==> src/rtl/mem_access.sv <==
// mem_access: MEM-stage SRAM access sequencer.
// Runs a load or store against an asynchronous SRAM and holds the pipeline
// (stallreq_o) until the access has finished. WAIT_CYCLES (1..7) sets how
// many cycles the read access or the write strobe lasts.
// Ports:
//   clk, rst                      clock, asynchronous active-high reset
//   memAddr_i, rMem_i, wMem_i     access request from EX/MEM
//   wData_i, wReg_i, wRegAddr_i   ALU result / store data, write-back control
//   stallreq_o                    freeze request to the pipeline controller
//   wData_o, wReg_o, wRegAddr_o   write-back to MEM/WB
//   ram_addr_o, ram_data_o        SRAM address and write data
//   ram_data_oe                   1 = this block drives the SRAM data bus
//   ram_data_i                    SRAM read data
//   ram_ce_n, ram_oe_n, ram_we_n  SRAM strobes, active-low
//
// state    | meaning
// IDLE     | no access; pass ALU results through, watch for requests
// RD_WAIT  | CE/OE asserted, waiting WAIT_CYCLES, then sample read data
// RD_DONE  | strobes released, captured data delivered to write-back
// WR_SETUP | address/data driven, WE still high (setup time)
// WR_PULSE | WE low for WAIT_CYCLES cycles
// WR_DONE  | WE released, address/data held one cycle (hold time)

module mem_access #(
  parameter int unsigned WAIT_CYCLES = 1
) (
  input  logic        clk,
  input  logic        rst,
  input  logic [15:0] memAddr_i,
  input  logic        rMem_i,
  input  logic        wMem_i,
  input  logic [15:0] wData_i,
  input  logic        wReg_i,
  input  logic [3:0]  wRegAddr_i,
  output logic        stallreq_o,
  output logic [15:0] wData_o,
  output logic        wReg_o,
  output logic [3:0]  wRegAddr_o,
  output logic [15:0] ram_addr_o,
  output logic [15:0] ram_data_o,
  output logic        ram_data_oe,
  input  logic [15:0] ram_data_i,
  output logic        ram_ce_n,
  output logic        ram_oe_n,
  output logic        ram_we_n
);

  typedef enum logic [2:0] {
    IDLE, RD_WAIT, RD_DONE, WR_SETUP, WR_PULSE, WR_DONE
  } state_t;

  localparam logic [2:0] CNT_INIT = 3'(WAIT_CYCLES - 1);

  state_t      state_q, state_d;
  logic [2:0]  cnt_q, cnt_d;
  logic [15:0] rdata_q, rdata_d;

  always_ff @(posedge clk or posedge rst) begin
    if (rst) begin
      state_q <= IDLE;
      cnt_q   <= 3'd0;
      rdata_q <= 16'h0000;
    end else begin
      state_q <= state_d;
      cnt_q   <= cnt_d;
      rdata_q <= rdata_d;
    end
  end

  always_comb begin
    state_d = state_q;
    cnt_d   = cnt_q;
    rdata_d = rdata_q;
    case (state_q)
      IDLE: begin
        // A load wins over a simultaneous store; the store is dropped.
        if (rMem_i) begin
          state_d = RD_WAIT;
          cnt_d   = CNT_INIT;
        end else if (wMem_i) begin
          state_d = WR_SETUP;
        end
      end
      RD_WAIT: begin
        if (cnt_q == 3'd0) begin
          rdata_d = ram_data_i;
          state_d = RD_DONE;
        end else begin
          cnt_d = cnt_q - 3'd1;
        end
      end
      RD_DONE:  state_d = IDLE;
      WR_SETUP: begin
        state_d = WR_PULSE;
        cnt_d   = CNT_INIT;
      end
      WR_PULSE: begin
        if (cnt_q == 3'd0) state_d = WR_DONE;
        else               cnt_d   = cnt_q - 3'd1;
      end
      WR_DONE:  state_d = IDLE;
      default:  state_d = IDLE;
    endcase
  end

  // Strobes decode straight from the state register, so an async reset of
  // the state releases them in the same cycle, including mid write pulse.
  always_comb begin
    stallreq_o  = 1'b0;
    ram_ce_n    = 1'b1;
    ram_oe_n    = 1'b1;
    ram_we_n    = 1'b1;
    ram_data_oe = 1'b0;
    ram_addr_o  = 16'h0000;
    ram_data_o  = 16'h0000;
    case (state_q)
      IDLE:    stallreq_o = rMem_i | wMem_i;
      RD_WAIT: begin
        stallreq_o = 1'b1;
        ram_ce_n   = 1'b0;
        ram_oe_n   = 1'b0;
        ram_addr_o = memAddr_i;
      end
      WR_SETUP, WR_PULSE: begin
        stallreq_o  = 1'b1;
        ram_ce_n    = 1'b0;
        ram_we_n    = (state_q != WR_PULSE);
        ram_data_oe = 1'b1;
        ram_addr_o  = memAddr_i;
        ram_data_o  = wData_i;
      end
      WR_DONE: begin
        ram_ce_n    = 1'b0;
        ram_data_oe = 1'b1;
        ram_addr_o  = memAddr_i;
        ram_data_o  = wData_i;
      end
      default: ;
    endcase
  end

  assign wData_o    = (state_q == RD_DONE) ? rdata_q : wData_i;
  assign wReg_o     = wReg_i & ~stallreq_o;
  assign wRegAddr_o = wRegAddr_i;

endmodule

==> config.mk <==
export PLATFORM = sky130hd
export DESIGN_NAME = mem_access
export DESIGN_NICKNAME = d
export VERILOG_FILES = /design/src/rtl/mem_access.sv
export SDC_FILE = /design/constraint.sdc
export NUM_CORES = 1
export LEC_CHECK = 0
export ABC_CLOCK_PERIOD_IN_PS = 1800
export CAP_MARGIN = 10
export CELL_PAD_IN_SITES_DETAIL_PLACEMENT = 2
export CELL_PAD_IN_SITES_GLOBAL_PLACEMENT = 2
export CORE_MARGIN = 1
export CORE_UTILIZATION = 16
export DETAILED_ROUTE_END_ITERATION = 8
export PLACE_DENSITY = 0.82
export SLEW_MARGIN = 30
export SYNTH_ARGS = -nofsm -noshare
export SYNTH_HDL_FRONTEND = slang
export SYNTH_SLANG_ARGS = --single-unit
==> constraint.sdc <==
create_clock -name clk -period 1.8 [get_ports clk]
set_input_delay 0.54 -clock clk [delete_from_list [all_inputs] [get_ports clk]]
set_output_delay 0.54 -clock clk [all_outputs]
set_load 0.01 [all_outputs]
==> summary.md, run 1 <==
| Metric | Value |
|---|---|
| WL met3 | `322 µm` |
| Mapped Nets | `199` |
| Total Routed Length | `6.34 mm` |
| Row cnt | `35` |
| Multi-input gate area | `1080 µm²` |
| Total GRT Usage | `0.119` |
| Worst slew pin tran | `0.345 ns` |
| CTS Buf Count | `3` |
| Clock sink count | `22` |
| Drt drc | `0` |
| Slew HR | `0.769` |
| LEAKAGE | `1.56 nW` |
| Metal1 wirelength | `2.36 mm` |
| Number of synthesized flops with an enable pin | `0` |
| Initial core utilization | `0.164` |
| Fill cells | `971` |
| First-pass GRT wire length | `9.23 mm` |
| Hold Violations, Final | `0` |
| Skew final | `0.00752 ns` |
| Critical Path AT | `1.69 ns` |
| Initial DRC Count | `20` |
| Crit Path Class | `reg2out` |
| DIE AREA | `9850 µm²` |
| Crit-path max FO | `8` |
| Post-synth ARST share | `1.00` |
| Syn Area/Cell | `10.8 µm²` |
| Synth warn | `0` |
| CTS max path bufs | `2` |
| HPWL Detailed | `4.23 mm` |
| Worst setup SP type | `flip-flop` |
| Hold Buf Count CTS | `0` |
| Max Slew Vio Count | `0` |
| Peak Freq | `0.448 GHz` |
| Max Cap Viol | `0` |
| Setup crit end kind | `output port` |
| Yosys reg bits | `22` |
| Fin worst setup slack | `-0.434 ns` |
| Clk_lat worst skew | `0.27 ns` |
| TritonRoute pass-1 iters | `4` |
| Via count | `1611` |
| Post-Syn Instances | `140` |
| Top Ports | `115` |
| Uppermost routed layer | `met4` |
| Mapped cell area | `1510 µm²` |
| Nets | `336` |
| Die Width | `99.2 µm` |
| Total power draw | `0.00560 W` |
| Power per cell area | `1680 nW/µm²` |
| Synth top cells by count | `and2_1, dfrtp_1, mux2_2, mux2_4, inv_1` |
| Largest net degree at the start of global routing | `23` |
| Via density | `4.16` |
| Area share of the largest cell type after synthesis | `0.364` |
| GRT Residual Overflow | `0` |
| Antenna viol nets, final | `0` |
| Height of the chip | `99.2 µm` |
| Synth top area cells | `dfrtp_1, mux2_2, and2_1` |
| Post-route cell area | `3330 µm²` |
| Number of global-route vias before repair | `1827` |
| Antenna violations before repair | `0` |
| CP Data Required Time | `1.26 ns` |
| Outcome | `finished with violations` |
| Core box area | `9200 µm²` |
| Gpl congestion | `0.757` |
| Synth-to-Final Area Change | `120%` |
| Maximum vdd drop | `650 µV` |
| DP Area | `2840 µm²` |
| Share of layout cells above drive strength 1 | `0.612` |
| Final period util | `1.24` |
| Hold crit path type | `reg2reg` |
| Clock-pin slew on the worst setup and hold paths | `0.09 ns` |
| RSZ-0062 raised after global routing | `yes` |
| IO buf count | `106` |
| Min Hold Slack | `0.517 ns` |
| Setup violators final | `68` |
| Most frequent cell after synthesis | `and2_1` |
| Yosys top cell by area | `dfrtp_1` |
| Met2 routed WL | `3.58 mm` |
| H-tree levels | `1` |
| Drt wl/cell | `16.4 µm` |
| Sequential cell area | `552 µm²` |
| Final worst path period need | `2.23 ns` |
| TritonCTS clock tree | `built` |
| Failing checks | `negative setup slack` |
| Number of diodes | `0` |
| CTS root buf | `clkbuf_8` |
| Seq/Total Area, Yosys | `0.364` |
| Yosys cell types | `33` |
| Top FF cell, synth | `dfrtp_1` |
==> per-stage QoR <==
stage | std cells | TNS (ns) | setup WS [ns] | util
3_3_place_gp | 360 | -23.31 | -0.651 | 0.308
6_report | 387 | -16.82 | -0.434 | 0.363
2_1_floorplan | 140 | -1.23 | -0.123 | -
4_1_cts | 380 | -20.54 | -0.420 | 0.332
3_5_place_dp | 360 | -24.55 | -0.751 | 0.308
5_1_grt | 387 | -20.30 | -0.482 | 0.363
==> what timing repair did <==
item,4_1_cts,5_1_grt
buffers inserted,14,13
endpoints found under the setup margin,72,73
gates resized for setup,200,125
pin swaps,4,26
cloned,2,1
==> power by group <==
part           leakage, nW  internal (W)  switching, W
Sequential           0.261      0.000753      0.000175
Combinational         1.27       0.00255       0.00164
Clock               0.0357      0.000297      0.000184
==> metal layers <==
layer  vias up  global-route usage
li1        744                   -
met1       799               0.130
met2        62               0.236
met3         6              0.0183
met4         0              0.0328
met5         -                   0
==> worst paths after layout <==
path	cells past startpoint	slack (ns)	to	startpoint
setup / recovery	5	-0.43	wData_o[1]	state_q[2]$_DFFE_PP0P_
hold / removal	1	0.52	rdata_q[8]$_DFFE_PP0P_	rdata_q[8]$_DFFE_PP0P_
setup reg to reg	6	-0.06	rdata_q[12]$_DFFE_PP0P_	state_q[2]$_DFFE_PP0P_
hold reg to reg	1	0.52	rdata_q[8]$_DFFE_PP0P_	rdata_q[8]$_DFFE_PP0P_
max in group asynchronous	3	0.93	state_q[0]$_DFFE_PP0P_	rst
min in group asynchronous	3	0.62	rdata_q[4]$_DFFE_PP0P_	rst
==> layout by cell type (no fill, tap or decap), drive strengths merged, types with 2 or more instances in the layout <==
cell type,count
nand2,4
nor3,3
dfrtp,22
nand2b,4
nor2,2
nor2b,2
dlygate4sd2,2
inv,6
mux2,32
ha,2
and2,32
clkdlybuf4s50,50
clkbuf,6
nand4,2
buf,89
o31ai,3
==> critical path: stages (launching register included) <==
cell and delay (ns):
dfrtp_1 0.44, buf_6 0.14, nor3_4 0.19, buf_6 0.21, mux2_4 0.32, buf_6 0.12
==> final cells by class <==
cell class | instances | share of cell area
Timing Repair Buffer | 144 | 0.442
Multi-Input combinational cell | 100 | 0.323
Clock inverter | 1 | 0.00901
Tap cell | 111 | 0.0417
Sequential cell | 22 | 0.165
Inverter | 6 | 0.00675
Clock buffer | 3 | 0.0124
==> state kept, by name, summed over array words and instances (netlist names) <==
| signal | cells |
|---|---|
| rdata_q | 16 |
| cnt_q | 3 |
| state_q | 3 |
==> cell families (layout without fill, tap and decap cells) <==
kind of cell / after synthesis / after routing / synth area share
adder cells (fa/ha/maj): 2 / 2 / 0.0165
multiplexers: 32 / 32 / 0.263
XOR/XNOR: 1 / 1 / 0.00579
flip-flops: 22 / 22 / 0.364
buffers and inverters: 18 / 154 / 0.0653
AO/OA/AOI/OAI: 10 / 10 / 0.0488
AND/OR/NAND/NOR: 55 / 55 / 0.237
(Power assumes the default switching activity.)
==> inputs of run 2 (changes only) <==
--- a/config.mk
+++ b/config.mk
@@ -11,6 +11,7 @@
 export CELL_PAD_IN_SITES_GLOBAL_PLACEMENT = 2
 export CORE_MARGIN = 1
 export CORE_UTILIZATION = 16
+export CTS_CLUSTER_SIZE = 25
 export DETAILED_ROUTE_END_ITERATION = 8
 export PLACE_DENSITY = 0.82
 export SLEW_MARGIN = 30
==> results of run 2 <==
Same layout as run 1: the final DEF is identical, and so are final timing and power.
